$ cat src/rtl/sample_capture_writer.sv
// Writes one triggered frame of packed multichannel ADC samples into the sample BRAM, addresses 0..DEPTH-1.
// Optional: define CAPTURE_OVERRUN_EN for a sticky overrun flag and a saturating dropped-sample counter.
module sample_capture_writer #(
   parameter int CHANNELS = 4,
   parameter int DATA_W   = 12,
   parameter int ADDR_W   = 11,
   parameter int DEPTH    = 2048
) (
   input  logic                         clk,
   input  logic                         rst,
   input  logic                         arm,
   input  logic                         trigger,
   input  logic [3:0]                   decim,
   input  logic                         sample_valid,
   input  logic [CHANNELS*DATA_W-1:0]   sample_in,
   output logic                         mem_we,
   output logic [ADDR_W-1:0]            mem_addr,
   output logic [CHANNELS*DATA_W-1:0]   mem_wdata,
   output logic                         busy,
   output logic                         frame_done,
   output logic                         frame_ready,
   output logic [ADDR_W:0]              sample_count,
   output logic                         overrun
);

   localparam int SW = CHANNELS * DATA_W;
   localparam logic [ADDR_W:0]   FULL_CNT  = (ADDR_W + 1)'(DEPTH);
   localparam logic [ADDR_W-1:0] LAST_ADDR = ADDR_W'(DEPTH - 1);

   typedef enum logic [1:0] {S_IDLE, S_ARMED, S_CAPTURE, S_DONE} state_t;

   state_t            state, state_nxt;
   logic [3:0]        decim_q, decim_cnt;
   logic [ADDR_W:0]   cnt_q;
   logic              busy_q, done_q, ready_q;
   logic              vld_p1;
   logic [ADDR_W-1:0] addr_p1;
   logic [SW-1:0]     wdata_p1;

   logic              start_cap, accept, last_wr;
   logic [ADDR_W-1:0] wr_ptr;

   // A valid sample coincident with the trigger is sample 0; once DEPTH samples
   // are accepted, nothing more is taken while the final write drains.
   assign start_cap = (state == S_ARMED) && trigger;
   assign accept    = sample_valid &&
                      (start_cap || ((state == S_CAPTURE) && (decim_cnt == 4'd0) && (cnt_q != FULL_CNT)));
   assign last_wr   = vld_p1 && (addr_p1 == LAST_ADDR);
   assign wr_ptr    = start_cap ? '0 : cnt_q[ADDR_W-1:0];

   always_comb begin
      state_nxt = state;
      case (state)
         S_IDLE:    if (arm)     state_nxt = S_ARMED;
         S_ARMED:   if (trigger) state_nxt = S_CAPTURE;
         S_CAPTURE: if (last_wr) state_nxt = S_DONE;
         S_DONE:    if (arm)     state_nxt = S_ARMED;
         default:                state_nxt = S_IDLE;
      endcase
   end

   // Stage p0 -> p1: accepted sample registered as a BRAM write
   always_ff @(posedge clk) begin
      if (rst) begin
         state     <= S_IDLE;
         busy_q    <= 1'b0;
         done_q    <= 1'b0;
         ready_q   <= 1'b0;
         decim_q   <= 4'd0;
         decim_cnt <= 4'd0;
         cnt_q     <= '0;
         vld_p1    <= 1'b0;
         addr_p1   <= '0;
         wdata_p1  <= '0;
      end else begin
         state  <= state_nxt;
         busy_q <= (state_nxt == S_ARMED) || (state_nxt == S_CAPTURE);
         done_q <= (state == S_CAPTURE) && last_wr;
         if ((state == S_CAPTURE) && last_wr)
            ready_q <= 1'b1;
         else if ((state == S_DONE) && arm)
            ready_q <= 1'b0;
         vld_p1 <= accept;
         if (accept) begin
            addr_p1  <= wr_ptr;
            wdata_p1 <= sample_in;
         end
         if (start_cap) begin
            decim_q   <= decim;
            decim_cnt <= (sample_valid && (decim != 4'd0)) ? 4'd1 : 4'd0;
            cnt_q     <= accept ? (ADDR_W + 1)'(1) : '0;
         end else begin
            if (accept)
               cnt_q <= cnt_q + (ADDR_W + 1)'(1);
            if ((state == S_CAPTURE) && sample_valid)
               decim_cnt <= (decim_cnt == decim_q) ? 4'd0 : decim_cnt + 4'd1;
         end
      end
   end

   assign mem_we       = vld_p1;
   assign mem_addr     = addr_p1;
   assign mem_wdata    = wdata_p1;
   assign busy         = busy_q;
   assign frame_done   = done_q;
   assign frame_ready  = ready_q;
   assign sample_count = cnt_q;

`ifdef CAPTURE_OVERRUN_EN
   function automatic logic [15:0] sat_inc16(input logic [15:0] v);
      return (v == 16'hFFFF) ? v : v + 16'd1;
   endfunction

   logic        ovr_q;
   logic [15:0] drop_cnt;

   // Samples arriving while a finished frame waits to be consumed are lost.
   always_ff @(posedge clk) begin
      if (rst || ((state == S_DONE) && arm)) begin
         ovr_q    <= 1'b0;
         drop_cnt <= 16'd0;
      end else if ((state == S_DONE) && sample_valid) begin
         ovr_q    <= 1'b1;
         drop_cnt <= sat_inc16(drop_cnt);
      end
   end

   assign overrun = ovr_q;
`else
   assign overrun = 1'b0;
`endif

endmodule

$ cat config.mk
export PLATFORM = sky130hd
export DESIGN_NAME = sample_capture_writer
export DESIGN_NICKNAME = d
export VERILOG_FILES = /design/src/rtl/sample_capture_writer.sv
export SDC_FILE = /design/constraint.sdc
export NUM_CORES = 1
export LEC_CHECK = 0
export ABC_CLOCK_PERIOD_IN_PS = 3670
export BUFFER_PORTS_ARGS = -buffer_cell sky130_fd_sc_hd__buf_2
export CORE_MARGIN = 4
export CORE_UTILIZATION = 53
export DETAILED_ROUTE_END_ITERATION = 16
export PLACE_DENSITY = 0.89
export SYNTH_ARGS = -nofsm -noshare
export SYNTH_HDL_FRONTEND = slang
export SYNTH_SLANG_ARGS = --single-unit
$ cat constraint.sdc
create_clock -name clk -period 3.67 [get_ports clk]
set_input_delay 0.1835 -clock clk [delete_from_list [all_inputs] [get_ports clk]]
set_output_delay 0.1835 -clock clk [all_outputs]
set_load 0.03 [all_outputs]
==> flow_summary.yaml <==
power_and_ir_drop:
  power.density_nw_per_um2: 417
  power_frac_seq: 0.525
  switchingPower_mw: 0.561
  netSwitchingFraction: 0.299
  ir_worst_vdd_v: 0.000260
  clkPwrFrac: 0.314
  p_leak_nw: 1.89
  p_int_mw: 1.31
  p_comb_frac: 0.161
yosys:
  ys_seq_area_frac: 0.465
  avgSynthCellArea_um2: 8.48
  netlist_instances: 432
  ys.flop_type: "dfxtp_1"
  ys_warn_count: 0
  syn_area_um2: 3660
  async_flop_share: 0
  synth.distinct_cells: 47
  synth_fp_nets: 497
  synth-edff-count: 0
  synth-seq-cells: 85
run_status:
  status: "finished, final reports clean"
floorplanning:
  core_um2: 6760
  die-area_um2: 8300
  num_rows: 30
  start_util: 0.542
  die_h_um: 91.1
  die_x_um: 91.1
  ios: 133
detailed_routing:
  dr.pass1.iters: 5
  drc: 0
  drtAntennaViolNets: 0
  viasPerCell: 5.89
  vias: 3702
  drtIter0Drc: 288
  routedWlPerCell_um: 15.7
  routed_wl_um: 9900
timing:
  slew_viol_final: 0
  rsz0062_at_grt: "false"
  relSlewSlack: 0.235
  setup_viol: 0
  max_clock_freq_mhz: 390
  worst_pin_slew_ps: 1150
  min_period_ps: 2570
  hold_ws_ps: 70.5
  fin_crit_sh: 0.699
  hold_viol: 0
  setup_slack_ps: 1100
  finalSetupTns_ps: 0
  finClkSkew_ps: 14.7
layout:
  nets: 609
  area_delta_synth_final_pct: 22.7
  finalNonFillerCells: 629
  drive_above_1_share: 0.293
  diodes: 0
  fillers: 570
placed_design:
  routabilityCongestion: 0.899
  pre_cts_slack_ps: 1150
  io_buffers: 131
  dp_hpwl_um: 6850
  placedCellCount: 613
worst_setup_path:
  worst_setup_path_start_kind: "flop"
  slowest_stage: "o21a_1"
  worstSetupEndpointType: "flop"
  cp.arrival_ps: 2840
  cp-endpoint: "mem_wdata[1]$_SDFFE_PP0P_"
  rrSetupSlack_ps: 1100
  slowest_delay_ps: 720
  worstPathRequired_ps: 3940
  r2r-end: "mem_wdata[1]$_SDFFE_PP0P_"
  worstPathCellList: "inv_1 -> ha_1 -> nand4bb_1 -> o21a_1 -> buf_4 -> o21ai_0 -> a21oi_1"
  reg2regPathDepth: 7
  critPathMaxFanout: 33
  r2r_start: "state[0]$_SDFF_PP0_"
  critPathKind: "flop to flop"
  crit_start: "state[0]$_SDFF_PP0_"
cts:
  clock_latency_ps: 350
  clock_sinks: 85
  cts_buffer_depth: 2
  postCtsSetupRepairBufs: 0
  cts_root_buf: "clkbuf_8"
  cts.htree.levels: 3
  cts.clk_slew.worst_paths_ps: 90
  cts_tree: "built"
  cts_buffers: 9
  holdBufCountCts: 0
  cts_resized: 0
hold_path:
  min_from: "decim[2]"
  min_path_type: "primary input to flop"
grt:
  grt_first_pass_wirelength_um: 16200
  antenna_found_initial: 0
  grt_util_all_layers: 0.234
  gr-total-overflow: 0
  grt_max_degree: 67
  grt_pass1_vias: 3452
  grt_util_met3: 0.0630
  grt-busiest-layer: "met2"
  grt_util_met1: 0.306
  grtUsageMet2: 0.367
flow_run:
  drv_cap: 0
Yosys cell counts, drive strengths merged (2+ instances only):
cell type	instances	area, µm²
nand4	13	81.3
nand2b	7	43.8
a211oi	2	15.0
nor2	6	22.5
clkbuf	23	90.1
buf	13	61.3
ha	8	100
nor3	8	45.0
o2111ai	2	17.5
or4	3	22.5
nor4b	3	38.8
nor4	3	18.8
mux2i	7	70.1
and4	2	17.5
a22o	9	78.8
xnor2	4	35.0
a21oi	63	319
dfxtp	85	1700
nand2	25	93.8
and2	5	31.3
inv	8	30.0
o21ai	54	274
o31ai	2	15.0
nand3	61	310
mux2	2	22.5
worst min path at each step:
| stage | to | slack [ps] | cells past startpoint |
|---|---|---|---|
| after CTS | decim_q[2]$_SDFFE_PP0P_ | 50 | 3 |
| after floorplan | decim_q[0]$_SDFFE_PP0P_ | 320 | 2 |
| after detailed placement | decim_q[2]$_SDFFE_PP0P_ | 440 | 3 |
| after global placement | decim_q[2]$_SDFFE_PP0P_ | 440 | 3 |
| final | decim_q[2]$_SDFFE_PP0P_ | 70 | 3 |
| after global routing | mem_wdata[16]$_SDFFE_PP0P_ | 60 | 3 |
layout by cell type (no fill, tap or decap), types with 6 or more instances in the layout:
master / synthesis / routed
nand2b_1: 7 / 7
o21ai_0: 53 / 53
nand3_1: 60 / 60
nand4_1: 13 / 13
clkbuf_8: 0 / 9
nor2_1: 6 / 6
dfxtp_1: 85 / 85
inv_1: 8 / 8
buf_2: 4 / 131
mux2i_1: 7 / 7
a21oi_1: 62 / 62
a22o_1: 9 / 9
buf_4: 2 / 6
nand2_1: 25 / 25
ha_1: 8 / 8
nor3_1: 7 / 7
cells by family (layout without fill, tap and decap cells):
family	count (synthesis)	after routing	synth area share
simple gates	141	141	0.208
compound gates	140	140	0.214
flops	85	85	0.465
buf+inv	44	161	0.0495
mux	9	9	0.0253
fa+ha+maj	8	8	0.0273
xor+xnor	4	4	0.00957
other cells	1	1	0.00102
worst max-delay path: cells and delay by family (launching register included):
kind | cells | cell delay, ps
buffers and inverters | 2 | 490
adders and majority gates | 1 | 300
and+or+nand+nor | 1 | 260
DFF | 1 | 410
AOI/OAI and AO/OA | 3 | 1020
sequential cells by signal, indices dropped and copies added (netlist names):
register,count
decim_cnt,4
sample_count,12
mem_we,1
frame_ready,1
decim_q,4
frame_done,1
state,2
busy,1
mem_wdata,48
mem_addr,11
per-stage QoR:
step,cell area [µm²],utilization,total power [mW]
after global placement,4320,0.639,1.30
after detailed placement,4320,0.639,1.31
after CTS,4490,0.665,1.89
after global routing,4490,0.665,1.96
final,4490,0.665,1.87
after floorplan,3660,-,1.21
per-layer routing:
metal	up-vias	wire, µm
met5	-	0
met4	0	184
met3	15	826
li1	1785	-
met2	169	4590
met1	1733	4300
final cells by class:
type                    instances  area, µm²  area share
inverters                       8       30.0     0.00668
repair buffers                137        701       0.156
clock buffers                  10        128      0.0284
flip-flops and latches         85       1700       0.379
clock inverters                 6       46.3      0.0103
multi-input cells             303       1790       0.398
well taps                      80        100      0.0223
power by group through the flow:
stage          clock [mW]  combinational (mW)  sequential (mW)
6_report            0.589               0.302            0.983
4_1_cts             0.606               0.302            0.982
2_1_floorplan           0               0.143             1.06
5_1_grt             0.640               0.330            0.987
3_5_place_dp            0               0.302             1.00
3_3_place_gp            0               0.292             1.00
Note: power is estimated with default switching activity, not from simulation.
